--- src/rtl/pipe_track.sv ---
// pipe_track: scoreboard of in-flight instructions for a short in-order
// pipeline. Each issued instruction moves one stage per enabled cycle from
// stage 0 (EXE) to stage STAGES-1 (WB), carrying its destination register and,
// from stage 1 on, its result. Two source operands of the instruction waiting
// to issue are looked up against the tracked stages to produce forwarding data
// or a load-use stall.
//
// Ports:
//   clk, rst_n            clock, synchronous active-low reset
//   en                    advance enable (0 freezes all state)
//   flush                 turns the incoming stage-0 entry into a bubble
//   issue_valid/wen/ld    incoming instruction: valid, writes a reg, is a load
//   issue_waddr           incoming destination register
//   issue_ready           high when the incoming instruction is not stalled
//   src_a_addr/src_b_addr source registers of the waiting instruction
//   s0_data               live ALU result of the stage-0 entry
//   ld_data               live load data of the stage-LD_STAGE entry
//   stall                 load-use hazard on either source
//   fwd_hit_*/fwd_data_*  forwarding result per source (data 0 without hit)
//   wb_*                  entry currently in the last stage
//   busy                  any stage holds a valid entry
module pipe_track #(
  parameter int STAGES   = 3,
  parameter int DW       = 32,
  parameter int AW       = 5,
  parameter int LD_STAGE = 1
) (
  input  logic          clk,
  input  logic          rst_n,
  input  logic          en,
  input  logic          flush,
  input  logic          issue_valid,
  input  logic          issue_wen,
  input  logic          issue_ld,
  input  logic [AW-1:0] issue_waddr,
  output logic          issue_ready,
  input  logic [AW-1:0] src_a_addr,
  input  logic [AW-1:0] src_b_addr,
  input  logic [DW-1:0] s0_data,
  input  logic [DW-1:0] ld_data,
  output logic          stall,
  output logic          fwd_hit_a,
  output logic          fwd_hit_b,
  output logic [DW-1:0] fwd_data_a,
  output logic [DW-1:0] fwd_data_b,
  output logic          wb_valid,
  output logic          wb_wen,
  output logic [AW-1:0] wb_waddr,
  output logic [DW-1:0] wb_data,
  output logic          busy
);

  logic [STAGES-1:0] r_valid;
  logic [STAGES-1:0] r_wen;
  logic [STAGES-1:0] r_ld;
  logic [AW-1:0]     r_waddr [STAGES];
  logic [DW-1:0]     r_d     [1:STAGES-1];

  // Best currently-known result of each stage: stage 0 is still in the ALU,
  // a load in LD_STAGE has its data arriving live, all others are registered.
  logic [DW-1:0]     w_val   [STAGES];
  logic [AW-1:0]     w_src   [2];
  logic [1:0]        w_found;
  logic [1:0]        w_hazard;
  logic [DW-1:0]     w_sel   [2];
  logic              w_accept;

  assign w_src[0] = src_a_addr;
  assign w_src[1] = src_b_addr;

  // Per-stage live result value
  always_comb begin
    w_val[0] = s0_data;
    for (int s = 1; s < STAGES; s++) begin
      if ((s == LD_STAGE) && r_ld[s]) begin
        w_val[s] = ld_data;
      end else begin
        w_val[s] = r_d[s];
      end
    end
  end

  // Operand lookup: scan oldest to youngest so the youngest match wins;
  // the hazard flag therefore reflects only the selected stage.
  always_comb begin
    for (int k = 0; k < 2; k++) begin
      w_found[k]  = 1'b0;
      w_hazard[k] = 1'b0;
      w_sel[k]    = '0;
      for (int s = STAGES - 1; s >= 0; s--) begin
        if (issue_valid && r_valid[s] && r_wen[s] &&
            (r_waddr[s] == w_src[k]) && (w_src[k] != '0)) begin
          w_found[k]  = 1'b1;
          w_hazard[k] = r_ld[s] && (s < LD_STAGE);
          w_sel[k]    = w_val[s];
        end else begin
          w_found[k]  = w_found[k];
          w_hazard[k] = w_hazard[k];
          w_sel[k]    = w_sel[k];
        end
      end
    end
  end

  assign stall       = |w_hazard;
  assign issue_ready = ~stall;
  assign fwd_hit_a   = w_found[0] & ~w_hazard[0];
  assign fwd_hit_b   = w_found[1] & ~w_hazard[1];
  assign fwd_data_a  = fwd_hit_a ? w_sel[0] : '0;
  assign fwd_data_b  = fwd_hit_b ? w_sel[1] : '0;

  // Flush dominates; a stalled instruction is simply not taken this cycle.
  assign w_accept = issue_valid & ~stall & ~flush;

  // Stage shift register with synchronous reset
  always_ff @(posedge clk) begin
    if (!rst_n) begin
      r_valid <= '0;
      r_wen   <= '0;
      r_ld    <= '0;
      for (int s = 0; s < STAGES; s++) begin
        r_waddr[s] <= '0;
      end
      for (int s = 1; s < STAGES; s++) begin
        r_d[s] <= '0;
      end
    end else if (en) begin
      r_valid[0] <= w_accept;
      r_wen[0]   <= w_accept & issue_wen;
      r_ld[0]    <= w_accept & issue_ld;
      r_waddr[0] <= w_accept ? issue_waddr : '0;
      r_d[1]     <= s0_data;
      for (int s = 0; s < STAGES - 1; s++) begin
        r_valid[s+1] <= r_valid[s];
        r_wen[s+1]   <= r_wen[s];
        r_ld[s+1]    <= r_ld[s];
        r_waddr[s+1] <= r_waddr[s];
      end
      for (int s = 1; s < STAGES - 1; s++) begin
        r_d[s+1] <= w_val[s];
      end
    end else begin
      r_valid <= r_valid;
    end
  end

  assign wb_valid = r_valid[STAGES-1];
  assign wb_wen   = r_wen[STAGES-1];
  assign wb_waddr = r_waddr[STAGES-1];
  assign wb_data  = r_d[STAGES-1];
  assign busy     = |r_valid;

endmodule

--- config.mk ---
export PLATFORM = sky130hd
export DESIGN_NAME = pipe_track
export DESIGN_NICKNAME = d
export VERILOG_FILES = /design/src/rtl/pipe_track.sv
export SDC_FILE = /design/constraint.sdc
export NUM_CORES = 1
export LEC_CHECK = 0
export BUFFER_PORTS_ARGS = -buffer_cell sky130_fd_sc_hd__buf_4
export CORE_MARGIN = 3
export CORE_UTILIZATION = 38
export DETAILED_ROUTE_END_ITERATION = 7
export HOLD_SLACK_MARGIN = 0.06
export PLACE_DENSITY = 0.75
export SLEW_MARGIN = 0
export SYNTH_ARGS = -nofsm -noshare
export SYNTH_HDL_FRONTEND = slang
export SYNTH_SLANG_ARGS = --single-unit
--- constraint.sdc ---
create_clock -name clk -period 5.1 [get_ports clk]
set_input_delay 0.765 -clock clk [delete_from_list [all_inputs] [get_ports clk]]
set_output_delay 0.765 -clock clk [all_outputs]
set_load 0.005 [all_outputs]
==> results.txt <==
The worst hold-check path type is reg2reg. The initial antenna violation count is 0. The average instance in the mapped netlist occupies 11.0 µm². Dividing the detail-routed wire length by the instance count gives 19.9 µm.

The endpoint kind of the worst setup timing path is an output port. The number of nets with antenna violations after detailed routing came out at 0. Sorting the synthesized cells by area gives the leading types as edfxtp_1, mux2i_1, mux2_2. The final setup violation count came out at 0.

The number of antenna repair diodes is 0. The number of buffers and inverters on the critical path came out at 3. The layout has 1358 filler cells. Pin placement for this block handled about 190 I/O pins. The relative area change from synthesis to final layout is 27.0%. For this run, the post-layout net count is 740. The clock arrives with 8.34 ps of skew. The number of H-tree levels came out at 3. The register clock-pin slew on the reported worst setup and hold paths came out at 60 ps.

The leakage power of the design is 2.92 nW. For the worst setup path, the data arrival time is 3310 ps. The number of enable-type register cells in the synthesized netlist came out at between 70 and 80. The total number of vias came out at 4809. The number of gates resized after CTS was 0.

The most common cell in the netlist is edfxtp_1. The placement row count came out at 44. The remaining global-route overflow came out at 0. Following the worst setup path forward leads to its endpoint at fwd_data_b[24]. The area of the die is roughly 17000 µm². The proportion of layout cells with a drive suffix above 1 is 41.9%. For this run, design rule violations remaining after detail routing come to 0. The post-detailed-placement half-perimeter wirelength came out at 11600 µm. The power density over the cells came out at 236 nW/µm².

In this design, the stage delay of the slowest critical-path cell is 600 ps. The first-pass detailed-route iteration total is 5. The distinct cell type count after synthesis came out at 38. The count of placed standard cells including taps is about 830. STA classifies the critical path startpoint as an input pin. CTS placed an instance of clkbuf_16 at the clock tree root. The synthesized design spends more area on one cell type than any other, namely edfxtp_1. The largest net degree at the start of global routing came out at 51. The number of hold violations in the final report is 0.

The kind of cell adding the most delay to the critical path is simple AND/OR/NAND/NOR gates. The hold slack is 496 ps. The transition time of the tightest slew-check pin came out at 975 ps.

During synthesis, Yosys emitted a total of 0 warnings. The combined global-route utilization of all metal layers is between 10% and 20%. The sequential area share after synthesis is a little over two fifths. The worst-case IR drop observed on VDD is 0.000194 V. The number of pins with negative max-slew slack in the final report is 0. At the placement stage, the worst setup path has a slack of 1040 ps.

The setup path with the least slack is of type in2out. The number of DRC markers after the initial detailed-route iteration came out at roughly 270. The post-synthesis net count came out at 613.

The first global-routing pass estimated 25700 µm of wire. The number of gates on the worst path with buffers counted is 8. The startpoint identified for the worst register-to-register timing path is r_waddr[0][2]. The register bit total from synthesis came out at 87.

The mean number of vias per cell is 5.71. The area taken by flip-flops and latches came out at 2530 µm². The tightest slew margin relative to the limit came out at 34.9%. The TritonCTS clock tree is done. The via count of the first global-routing pass came out at 4805. The number of buffers inserted by port buffering came out at about 190.

The share of the synthesized area in the top cell type is 40.9%. The standard cell core area is 14800 µm². Once placement finished, the instance area stood at 7080 µm². The flow ran to the end, and the final reports show no timing, DRC or antenna violations.

Buffers inserted to repair hold after CTS numbered 0. The largest fanout on the critical path is 33. The time the worst path needs with I/O delays and setup is 4070 ps. Setup repair after global routing left no endpoint under its margin. Routability-driven placement finished with a final weighted congestion of a little under 0.9. The clock sink count is 87. The total length of routed wires is 16800 µm. The sum of negative setup slack came out at 0 ps. The die is 130 µm tall. The cell area after layout is 7370 µm².

The die is roughly 130 µm wide. After synthesis the cells add up to 5800 µm². The total clock buffers created by CTS came out at 9. The post-CTS setup buffer count came out at 0. Walking the worst path, the cells encountered are buf_4, or4_4, o211a_1, and3_2, o31ai_4, buf_12, nor3_1, buf_4. The capture point of the worst reg-to-reg path is r_waddr[0][2]. Synthesis handed over a netlist of 527 instances. By count the netlist is led by edfxtp_1, and3_1, nor2b_1. The required time at the endpoint of the critical path is 4340 ps. The most used flip-flop cell after synthesis is edfxtp_1. The slowest stage of the critical path is the o31ai_4 cell.

The count of cells in the finished layout, fillers not included, comes to between 800 and 900. The final worst slack came out at 1030 ps. The worst-skew pair later-pin latency is between 300 and 400 ps. Summing all multi-input logic gate instances after layout gives 2800 µm². In this run the deepest clock path goes through 2 buffers.

The most critical setup path has its startpoint at src_b_addr[1]. The most numerous cell on the critical path is buf_4. The starting utilization of the core area came out at 39.3%. The async set or reset register ratio after synthesis is 0%.

The number of cells on the worst hold path came out at 2. Across the run, the number of max-cap violations was 0. Across all register-to-register paths, the minimum setup slack is 2470 ps. Timing would allow up to 246 MHz. In the finished design, the share of the clock period the worst path needs comes to about 80%. Measured in cells, the most critical reg-to-reg path has a length of 5.
==> cell usage in the layout, fill, tap and decap left out, types with 2 or more instances in the layout <==
cell	count
o2bb2ai_1	32
a221oi_1	32
nor4_1	3
dfxtp_1	7
nor3_1	13
o211a_1	2
nor3_2	20
mux2i_1	37
o21ai_0	3
or4_1	2
nor3b_1	6
mux2_2	32
clkbuf_16	9
clkinv_2	4
nand4_1	3
nor2_1	34
inv_1	2
and3_1	44
nand2_1	7
buf_4	198
xor2_1	10
nand3_1	3
xnor2_1	20
nor2b_1	38
edfxtp_1	79
clkinv_4	2
==> worst min-delay path by stage <==
stage	end	startpoint	slack, ps
floorplan	r_wen[0]	r_wen[0]	450
global placement	r_wen[0]	r_wen[0]	470
detailed placement	r_wen[0]	r_wen[0]	480
CTS	r_wen[0]	r_wen[0]	490
global route	r_wen[0]	r_wen[0]	530
finish	r_wen[0]	r_wen[0]	500
==> layer usage <==
layer / vias up / track usage [%] / wire, µm
met4: 0 / 6.23 / 271
met5: - / 0 / 0
met2: 220 / 32.5 / 8240
met1: 2361 / 25.1 / 7090
li1: 2206 / - / -
met3: 22 / 3.42 / 1160
==> final cells by class <==
type / count / share of cell area (%)
Inverter: 3 / 0.170
Sequential cell: 87 / 34.4
Clock buffer: 9 / 3.06
Multi-Input combinational cell: 354 / 38.0
Tap cell: 184 / 3.13
Timing Repair Buffer: 199 / 20.4
Clock inverter: 6 / 0.849
==> per-stage QoR <==
step | total power [mW] | utilization (%)
after detailed placement | 1.11 | 48.0
after global placement | 1.10 | 48.0
after global routing | 1.81 | 49.9
after floorplan | 1.00 | -
final | 1.74 | 49.9
after CTS | 1.75 | 49.9
==> logic make-up after synthesis <==
family	after synthesis	synth area share [%]
and+or+nand+nor	180	19.2
DFF	87	43.7
buffers and inverters	86	8.67
AOI/OAI and AO/OA	75	11.4
muxes	69	12.6
xor gates and xnor gates	30	4.53
==> sequential cells by signal (all words and copies together), names as in the netlist <==
name     cells
r_wen        3
r_waddr     15
r_valid      3
r_d         64
r_ld         2
==> tightest hold or removal path, cell delays in order (launching register included) <==
cell     delay (ps)
dfxtp_1         330
nand2_1          60
o21ai_0          60
==> report_power, final <==
| part | leakage (nW) | internal (mW) | switching, mW |
|---|---|---|---|
| registers | 0.929 | 0.830 | 0.0345 |
| clock network | 0.145 | 0.376 | 0.272 |
| logic | 1.85 | 0.124 | 0.103 |
| total | 2.92 | 1.33 | 0.409 |
No activity file was read; power rests on OpenSTA's default activity.
